===== src/rtl/mpf_to_buffer_sm_matrix_if.sv =====
// ---------------------------------------------------------------------------
// mpf_to_buffer_sm_matrix_if
//   Bundles every non-clock/reset signal of the matrix-multiply read stage:
//   the control handshake (run/M/K/done), the MPF channel-0 request and
//   response signals, and the input line buffer push port.
//
//   Request header layout (HDR_W = CL_ADDR_W + 25 bits, MSB first):
//     addr_is_virtual(1) | vc_sel(2) | cl_len(2) | req_type(4) |
//     address(CL_ADDR_W) | mdata(16)
//   c0 response: c0Rx_rspValid, c0Rx_respType (4'h0 = read line),
//   c0Rx_data (512-bit line).
//
//   Modports:
//     master - the read stage (drives requests, pushes, done)
//     slave  - the environment (control, MPF shim, line buffer)
// ---------------------------------------------------------------------------
interface mpf_to_buffer_sm_matrix_if #(
  parameter int CNT_W     = 7,
  parameter int CL_ADDR_W = 42,
  parameter int DATA_W    = 512
);
  localparam int HDR_W = CL_ADDR_W + 25;

  logic                 run;
  logic [31:0]          M;
  logic [31:0]          K;
  logic                 done;
  logic [CL_ADDR_W-1:0] first_clAddr;
  logic                 c0TxAlmFull;
  logic                 c0TxValid;
  logic [HDR_W-1:0]     reqMemHdr;
  logic                 c0Rx_rspValid;
  logic [3:0]           c0Rx_respType;
  logic [DATA_W-1:0]    c0Rx_data;
  logic                 buffer_wr_enable;
  logic [DATA_W-1:0]    buffer_wr_data;
  logic [CNT_W-1:0]     buffer_used;

  modport master (
    input  run, M, K, first_clAddr, c0TxAlmFull,
           c0Rx_rspValid, c0Rx_respType, c0Rx_data, buffer_used,
    output done, c0TxValid, reqMemHdr, buffer_wr_enable, buffer_wr_data
  );

  modport slave (
    output run, M, K, first_clAddr, c0TxAlmFull,
           c0Rx_rspValid, c0Rx_respType, c0Rx_data, buffer_used,
    input  done, c0TxValid, reqMemHdr, buffer_wr_enable, buffer_wr_data
  );
endinterface


===== src/rtl/mpf_to_buffer_sm_matrix.sv =====
// ---------------------------------------------------------------------------
// mpf_to_buffer_sm_matrix
//   Upstream read stage of the matrix-multiply datapath. On a run pulse it
//   reads (M*K)/16 consecutive cache lines starting at first_clAddr through
//   MPF channel 0 and pushes each returned line into the input line buffer.
//   A request is only issued when the line it fetches is guaranteed a slot
//   in the buffer, so the buffer cannot overflow.
//
//   Ports:
//     clk    - clock
//     reset  - asynchronous active-low reset
//     bus    - master view of mpf_to_buffer_sm_matrix_if
//              (run/M/K/done, c0 request/response, buffer push/occupancy)
// ---------------------------------------------------------------------------
module mpf_to_buffer_sm_matrix #(
  parameter int BUFFER_DEPTH = 64,
  parameter int CNT_W        = $clog2(BUFFER_DEPTH) + 1,
  parameter int CL_ADDR_W    = 42
) (
  input  logic                       clk,
  input  logic                       reset,
  mpf_to_buffer_sm_matrix_if.master  bus
);

  localparam int DATA_W = 512;
  localparam int HDR_W  = CL_ADDR_W + 25;
  localparam int LEN_W  = 60;

  localparam logic [3:0]   REQ_RDLINE_I = 4'h2;
  localparam logic [3:0]   RSP_RDLINE   = 4'h0;
  localparam logic [CNT_W:0] DEPTH_C    = (CNT_W+1)'(BUFFER_DEPTH);

  typedef enum logic {IDLE, RUN} state_e;

  // Read-line request, virtual address, VA channel, single line, mdata 0.
  function automatic logic [HDR_W-1:0] gen_req_hdr(input logic [CL_ADDR_W-1:0] addr);
    return {1'b1, 2'b00, 2'b00, REQ_RDLINE_I, addr, 16'h0000};
  endfunction

  function automatic logic is_read_rsp(input logic vld, input logic [3:0] rtype);
    return vld && (rtype == RSP_RDLINE);
  endfunction

  state_e               state_q, state_d;
  logic [LEN_W-1:0]     len_q, len_d;
  logic [LEN_W-1:0]     req_cnt_q, req_cnt_d;
  logic [LEN_W-1:0]     rsp_cnt_q, rsp_cnt_d;
  logic [CL_ADDR_W-1:0] addr_q, addr_d;
  logic [CNT_W-1:0]     out_q, out_d;
  logic                 tx_vld_q;
  logic [HDR_W-1:0]     hdr_q;
  logic                 wr_en_q;
  logic [DATA_W-1:0]    wr_data_q;
  logic                 credit_q;

  logic [63:0]          prod;
  logic [CNT_W:0]       occ;
  logic                 req_fire;
  logic                 rsp_fire;

  assign prod = {32'b0, bus.M} * {32'b0, bus.K};
  // Lines either in flight or already sitting in the buffer.
  assign occ  = {1'b0, out_q} + {1'b0, bus.buffer_used};

  assign req_fire = (state_q == RUN) && (req_cnt_q < len_q) &&
                    !bus.c0TxAlmFull && (occ < DEPTH_C);
  assign rsp_fire = (state_q == RUN) &&
                    is_read_rsp(bus.c0Rx_rspValid, bus.c0Rx_respType);

  always_comb begin
    state_d   = state_q;
    len_d     = len_q;
    req_cnt_d = req_cnt_q;
    rsp_cnt_d = rsp_cnt_q;
    addr_d    = addr_q;
    // A credit comes back the cycle after a push, when buffer_used
    // starts counting that line instead.
    out_d     = out_q + CNT_W'(req_fire) - CNT_W'(credit_q);

    if (req_fire) begin
      addr_d    = addr_q + CL_ADDR_W'(1);
      req_cnt_d = req_cnt_q + LEN_W'(1);
    end
    if (rsp_fire) begin
      rsp_cnt_d = rsp_cnt_q + LEN_W'(1);
    end

    case (state_q)
      IDLE: begin
        if (bus.run) begin
          state_d   = RUN;
          len_d     = LEN_W'(prod >> 4);
          addr_d    = bus.first_clAddr;
          req_cnt_d = '0;
          rsp_cnt_d = '0;
          out_d     = '0;
        end
      end
      RUN: begin
        if (rsp_cnt_q >= len_q) state_d = IDLE;
      end
      default: state_d = IDLE;
    endcase
  end

  always_ff @(posedge clk or negedge reset) begin
    if (!reset) begin
      state_q   <= IDLE;
      len_q     <= '0;
      req_cnt_q <= '0;
      rsp_cnt_q <= '0;
      addr_q    <= '0;
      out_q     <= '0;
      tx_vld_q  <= 1'b0;
      hdr_q     <= '0;
      wr_en_q   <= 1'b0;
      wr_data_q <= '0;
      credit_q  <= 1'b0;
    end else begin
      state_q   <= state_d;
      len_q     <= len_d;
      req_cnt_q <= req_cnt_d;
      rsp_cnt_q <= rsp_cnt_d;
      addr_q    <= addr_d;
      out_q     <= out_d;
      // Request stage: header carries the address before increment.
      tx_vld_q  <= req_fire;
      if (req_fire) hdr_q <= gen_req_hdr(addr_q);
      // Push stage: returned line goes straight to the buffer.
      wr_en_q   <= rsp_fire;
      if (rsp_fire) wr_data_q <= bus.c0Rx_data;
      // Credit stage: trails the push by one cycle.
      credit_q  <= wr_en_q;
    end
  end

  assign bus.done             = (state_q == IDLE);
  assign bus.c0TxValid        = tx_vld_q;
  assign bus.reqMemHdr        = hdr_q;
  assign bus.buffer_wr_enable = wr_en_q;
  assign bus.buffer_wr_data   = wr_data_q;

endmodule


===== src/flat_wrapper.sv =====
// flat-port wrapper written by rule: the top's interface ports become plain ports
module mpf_to_buffer_sm_matrix_flat 
#(
  parameter int BUFFER_DEPTH = 64,
  parameter int CNT_W        = $clog2(BUFFER_DEPTH) + 1,
  parameter int CL_ADDR_W    = 42
)
  (clk, reset, bus_run, bus_M, bus_K, bus_first_clAddr, bus_c0TxAlmFull, bus_c0Rx_rspValid, bus_c0Rx_respType, bus_c0Rx_data, bus_buffer_used, bus_done, bus_c0TxValid, bus_reqMemHdr, bus_buffer_wr_enable, bus_buffer_wr_data);
  mpf_to_buffer_sm_matrix_if #(.CNT_W(CNT_W), .CL_ADDR_W(CL_ADDR_W)) bus_i ();
  input  logic clk;
  input  logic reset;
  input wire logic [$bits(bus_i.run)-1:0] bus_run;
  input wire logic [$bits(bus_i.M)-1:0] bus_M;
  input wire logic [$bits(bus_i.K)-1:0] bus_K;
  input wire logic [$bits(bus_i.first_clAddr)-1:0] bus_first_clAddr;
  input wire logic [$bits(bus_i.c0TxAlmFull)-1:0] bus_c0TxAlmFull;
  input wire logic [$bits(bus_i.c0Rx_rspValid)-1:0] bus_c0Rx_rspValid;
  input wire logic [$bits(bus_i.c0Rx_respType)-1:0] bus_c0Rx_respType;
  input wire logic [$bits(bus_i.c0Rx_data)-1:0] bus_c0Rx_data;
  input wire logic [$bits(bus_i.buffer_used)-1:0] bus_buffer_used;
  output wire logic [$bits(bus_i.done)-1:0] bus_done;
  output wire logic [$bits(bus_i.c0TxValid)-1:0] bus_c0TxValid;
  output wire logic [$bits(bus_i.reqMemHdr)-1:0] bus_reqMemHdr;
  output wire logic [$bits(bus_i.buffer_wr_enable)-1:0] bus_buffer_wr_enable;
  output wire logic [$bits(bus_i.buffer_wr_data)-1:0] bus_buffer_wr_data;
  assign bus_i.run = bus_run;
  assign bus_i.M = bus_M;
  assign bus_i.K = bus_K;
  assign bus_i.first_clAddr = bus_first_clAddr;
  assign bus_i.c0TxAlmFull = bus_c0TxAlmFull;
  assign bus_i.c0Rx_rspValid = bus_c0Rx_rspValid;
  assign bus_i.c0Rx_respType = bus_c0Rx_respType;
  assign bus_i.c0Rx_data = bus_c0Rx_data;
  assign bus_i.buffer_used = bus_buffer_used;
  assign bus_done = bus_i.done;
  assign bus_c0TxValid = bus_i.c0TxValid;
  assign bus_reqMemHdr = bus_i.reqMemHdr;
  assign bus_buffer_wr_enable = bus_i.buffer_wr_enable;
  assign bus_buffer_wr_data = bus_i.buffer_wr_data;
  mpf_to_buffer_sm_matrix #(.BUFFER_DEPTH(BUFFER_DEPTH), .CNT_W(CNT_W), .CL_ADDR_W(CL_ADDR_W)) u_core (.clk(clk), .reset(reset), .bus(bus_i));
endmodule

===== config.mk =====
export PLATFORM = sky130hd
export DESIGN_NAME = mpf_to_buffer_sm_matrix_flat
export DESIGN_NICKNAME = d
export VERILOG_FILES = /design/src/rtl/mpf_to_buffer_sm_matrix_if.sv /design/src/rtl/mpf_to_buffer_sm_matrix.sv /design/src/flat_wrapper.sv
export SDC_FILE = /design/constraint.sdc
export NUM_CORES = 2
export LEC_CHECK = 0
export ABC_AREA = 1
export CAP_MARGIN = 20
export CORE_MARGIN = 2
export CORE_UTILIZATION = 30
export CTS_CLUSTER_DIAMETER = 30
export DETAILED_ROUTE_END_ITERATION = 8
export HOLD_SLACK_MARGIN = 0.05
export SETUP_SLACK_MARGIN = 0.3
export SYNTH_ARGS = -nofsm -noshare
export SYNTH_HDL_FRONTEND = slang
export SYNTH_SLANG_ARGS = --single-unit

===== constraint.sdc =====
create_clock -name clk -period 3.9 [get_ports clk]
set_clock_uncertainty 0.2 [all_clocks]
set_input_delay 0.39 -clock clk [delete_from_list [all_inputs] [get_ports clk]]
set_output_delay 0.39 -clock clk [all_outputs]
set_load 0.02 [all_outputs]

==> results.md <==
* Clock buffer depth at 4
* Top_reg_cell synth: dfrtp_1
* Pin count of the biggest net entering global routing at 165
* Area of the core at between 200000 and 250000 µm²
* Pre-antenna DRT Iters at 6
* Nets at approximately 14000
* First-pass GRT wire length at approximately 560 mm
* Outcome: complete, but fails checks
* Period utilisation layout at 161%
* Slowest CP cell: fa_2
* WP data required at between 4000 and 5000 ps
* Reg2reg end: u_core.out_q[6]$_DFF_PN0_
* Post-route DRC at 0
* Hold path endpoint: u_core.bus.buffer_wr_data[254]$_DFFE_PN0P_
* Max Fclk at ~160 MHz
* # IOs at roughly 1200
* RSZ-0062 raised after global routing: yes
* Min Tclk post-route at roughly 6300 ps
* Crit path DAT at 6810 ps
* Worst-path fanout max at 7
* Clock-pin slew on the worst setup and hold paths at approximately 40 ps
* Vias per cell at 4.71
* RR Startpoint: u_core.len_q[27]$_DFFE_PN0P_
* Slew Limit Fails at 0
* Site Rows at 180
* CP most frequent cell: fa_1
* Cell variety after synth at 53
* Initial Util at between 30% and 40%
* Post-synth EDFFs at 0
* Async S/R FF share, synth at 100%
* Critical path's largest stage delay at 550 ps
* Syn Inst Count at 9456
* Worst r2r path cells at 23
* Die Area at 247000 µm²
* Clk sinks at 788
* Detail Placement HPWL at between 300 and 400 mm
* H-tree depth at 5
* Chip Width at 497 µm
* Actual slew at the worst max-slew pin at roughly 970 ps
* CTS buffer count at between 200 and 300
* Die Height at 497 µm
* DR vias at between 70000 and 80000
* Iter 0 DRT Violations at about 6000
* Synth Register Bits at 788
* Skew-Pair Late Insertion Delay at about 930 ps
* Worst hold stages at 3
* Grt total ovfl at 0
* Number of global-route vias before repair at 73700
* Min-delay src: bus_c0Rx_data[254]
* Worst Setup End Kind: flip-flop
* Setup ws final at -2380 ps
* Layout cells sized above 1 at between 10% and 20%
* Root Driver: clkbuf_16
* Drt total wl at 410 mm
* Area grow syn2layout at 57.3%
* Port buffer count at between 1000 and 1500
* Final hold slack at 68.1 ps
* CTS tree: yes
* Failing checks: negative setup slack
* Total of max-cap violations at 0
* Gr usage total at about a third
* Final hold vios at 0
* Hold crit path type: input port to flip-flop
* Final setup viols at 56
* Synth warn at 0
* Post-Syn Area at 72800 µm²
* Startpoint types: input port
* WS Path Type: input port to flip-flop
* DRT antenna net count at 0
* Worst relative slew slack at a little over a third
* WL per Instance at ~27 µm
* Register area share after synthesis at a little over a quarter
* Initial antenna violation count at ~120
* Final Wtd Congestion at around 1.2
* R2r setup slk at approximately 470 ps
* Syn_area_per_cell at slightly below 8 µm²
## cell usage in the layout, fill, tap and decap left out, drive strengths merged, types with 183 or more instances in the layout
cell           netlist  routed
nand2             3547    3547
nor2               457     457
ha                 395     395
a21oi              185     185
nand3              197     197
buf                 69     835
dlygate4sd3          0     470
clkbuf             337     410
fa                 897     897
clkdlybuf4s50        0    1129
dfrtp              788     788
o21ai              183     183
inv               1929    1941
## worst max path at each step
stage                   start                            to  slack, ps  cells after the start
detailed placement   bus_K[9]  u_core.len_q[51]$_DFFE_PN0P_      -3750                     29
CTS                  bus_K[4]  u_core.len_q[45]$_DFFE_PN0P_      -2350                     29
finish              bus_M[14]  u_core.len_q[56]$_DFFE_PN0P_      -2380                     33
floorplan            bus_M[5]  u_core.len_q[47]$_DFFE_PN0P_      -2520                     31
global route        bus_M[14]  u_core.len_q[57]$_DFFE_PN0P_      -2520                     30
global placement     bus_K[9]  u_core.len_q[51]$_DFFE_PN0P_      -3760                     29
## per-layer routing
| layer | vias up | track usage [%] | routed length (µm) |
|---|---|---|---|
| li1 | 32700 | - | - |
| met5 | - | 1.00 | 417 |
| met4 | 14 | 13.8 | 20400 |
| met1 | 35500 | 40.5 | 162000 |
| met3 | 778 | 11.7 | 42300 |
| met2 | 3095 | 51.3 | 185000 |
## cells in the mapped netlist, types with 23 or more instances
library cell  count  area share [%]
o21ai_1          27            0.19
or2_2            32            0.27
inv_1          1923             9.9
nor2_1          446             2.3
xnor2_1          40            0.48
buf_2            23            0.16
a21oi_1         185             1.3
clkbuf_1        337             1.7
nand4_1         112            0.96
o21ai_0         155             1.1
nand3_1         194             1.3
nand2_1        3543              18
ha_1            395             6.8
xor2_1           83             1.0
nor3_1           88            0.60
buf_4            36            0.37
dfrtp_1         788              27
fa_1            897              25
## worst max-delay path: cells and delay by family
kind                     cells  cell delay (ps)
buffers and inverters       11              880
adder cells (fa/ha/maj)      9             4390
AND/OR/NAND/NOR             13             1170
## flip-flops by register name, summed over array words and instances, names as in the netlist, 7 cells and up
register                   flops
u_core.len_q                  60
u_core.bus.reqMemHdr          43
u_core.addr_q                 42
u_core.bus.buffer_wr_data    512
u_core.rsp_cnt_q              60
u_core.req_cnt_q              60
u_core.out_q                   7
## area by class of cell
type / instances / area (µm²)
Fill cell: 23100 / 126000
Multi-Input combinational cell: 6354 / 48100
Timing Repair Buffer: 2473 / 25800
Sequential cell: 788 / 19700
Clock buffer: 400 / 8370
Inverter: 1930 / 7280
Tap cell: 3185 / 3990
Clock inverter: 100 / 1140
Antenna cell: 55 / 138
## per-stage QoR
stage	util [%]	area (µm²)	TNS [ps]	worst slack, ps	instances
after detailed placement	38.8	93600	-195060	-3750	14000
after floorplan	-	74100	-123070	-2520	9478
after global placement	38.8	93600	-194820	-3760	14000
final	47.5	115000	-119590	-2380	15300
after global routing	47.5	114000	-126580	-2520	15300
after CTS	46.8	113000	-114640	-2350	15200
## repair_timing
| item | 4_1_cts | 5_1_grt |
|---|---|---|
| gates resized for setup | 1045 | 374 |
| gates cloned | 38 | 3 |
| setup endpoints to repair | 60 | 60 |
| pin swaps | 429 | 287 |
| buffers inserted | 139 | 33 |
| endpoints found under the hold margin | 1252 | 4 |
| hold buffers | 467 | 4 |
## cell families (layout without fill, tap and decap cells)
group           Yosys count  after routing  share of synthesized area, %
compound gates          442            442                          3.29
xor+xnor                123            123                          1.48
fa+ha+maj              1292           1292                          31.5
buf+inv                2336           4903                          12.3
flops                   788            788                          27.1
other cells               1             78                       0.00515
simple gates           4474           4474                          24.4
Power is not shown: default switching activity piles up to over one toggle a cycle in this logic, so the estimate is an artifact.
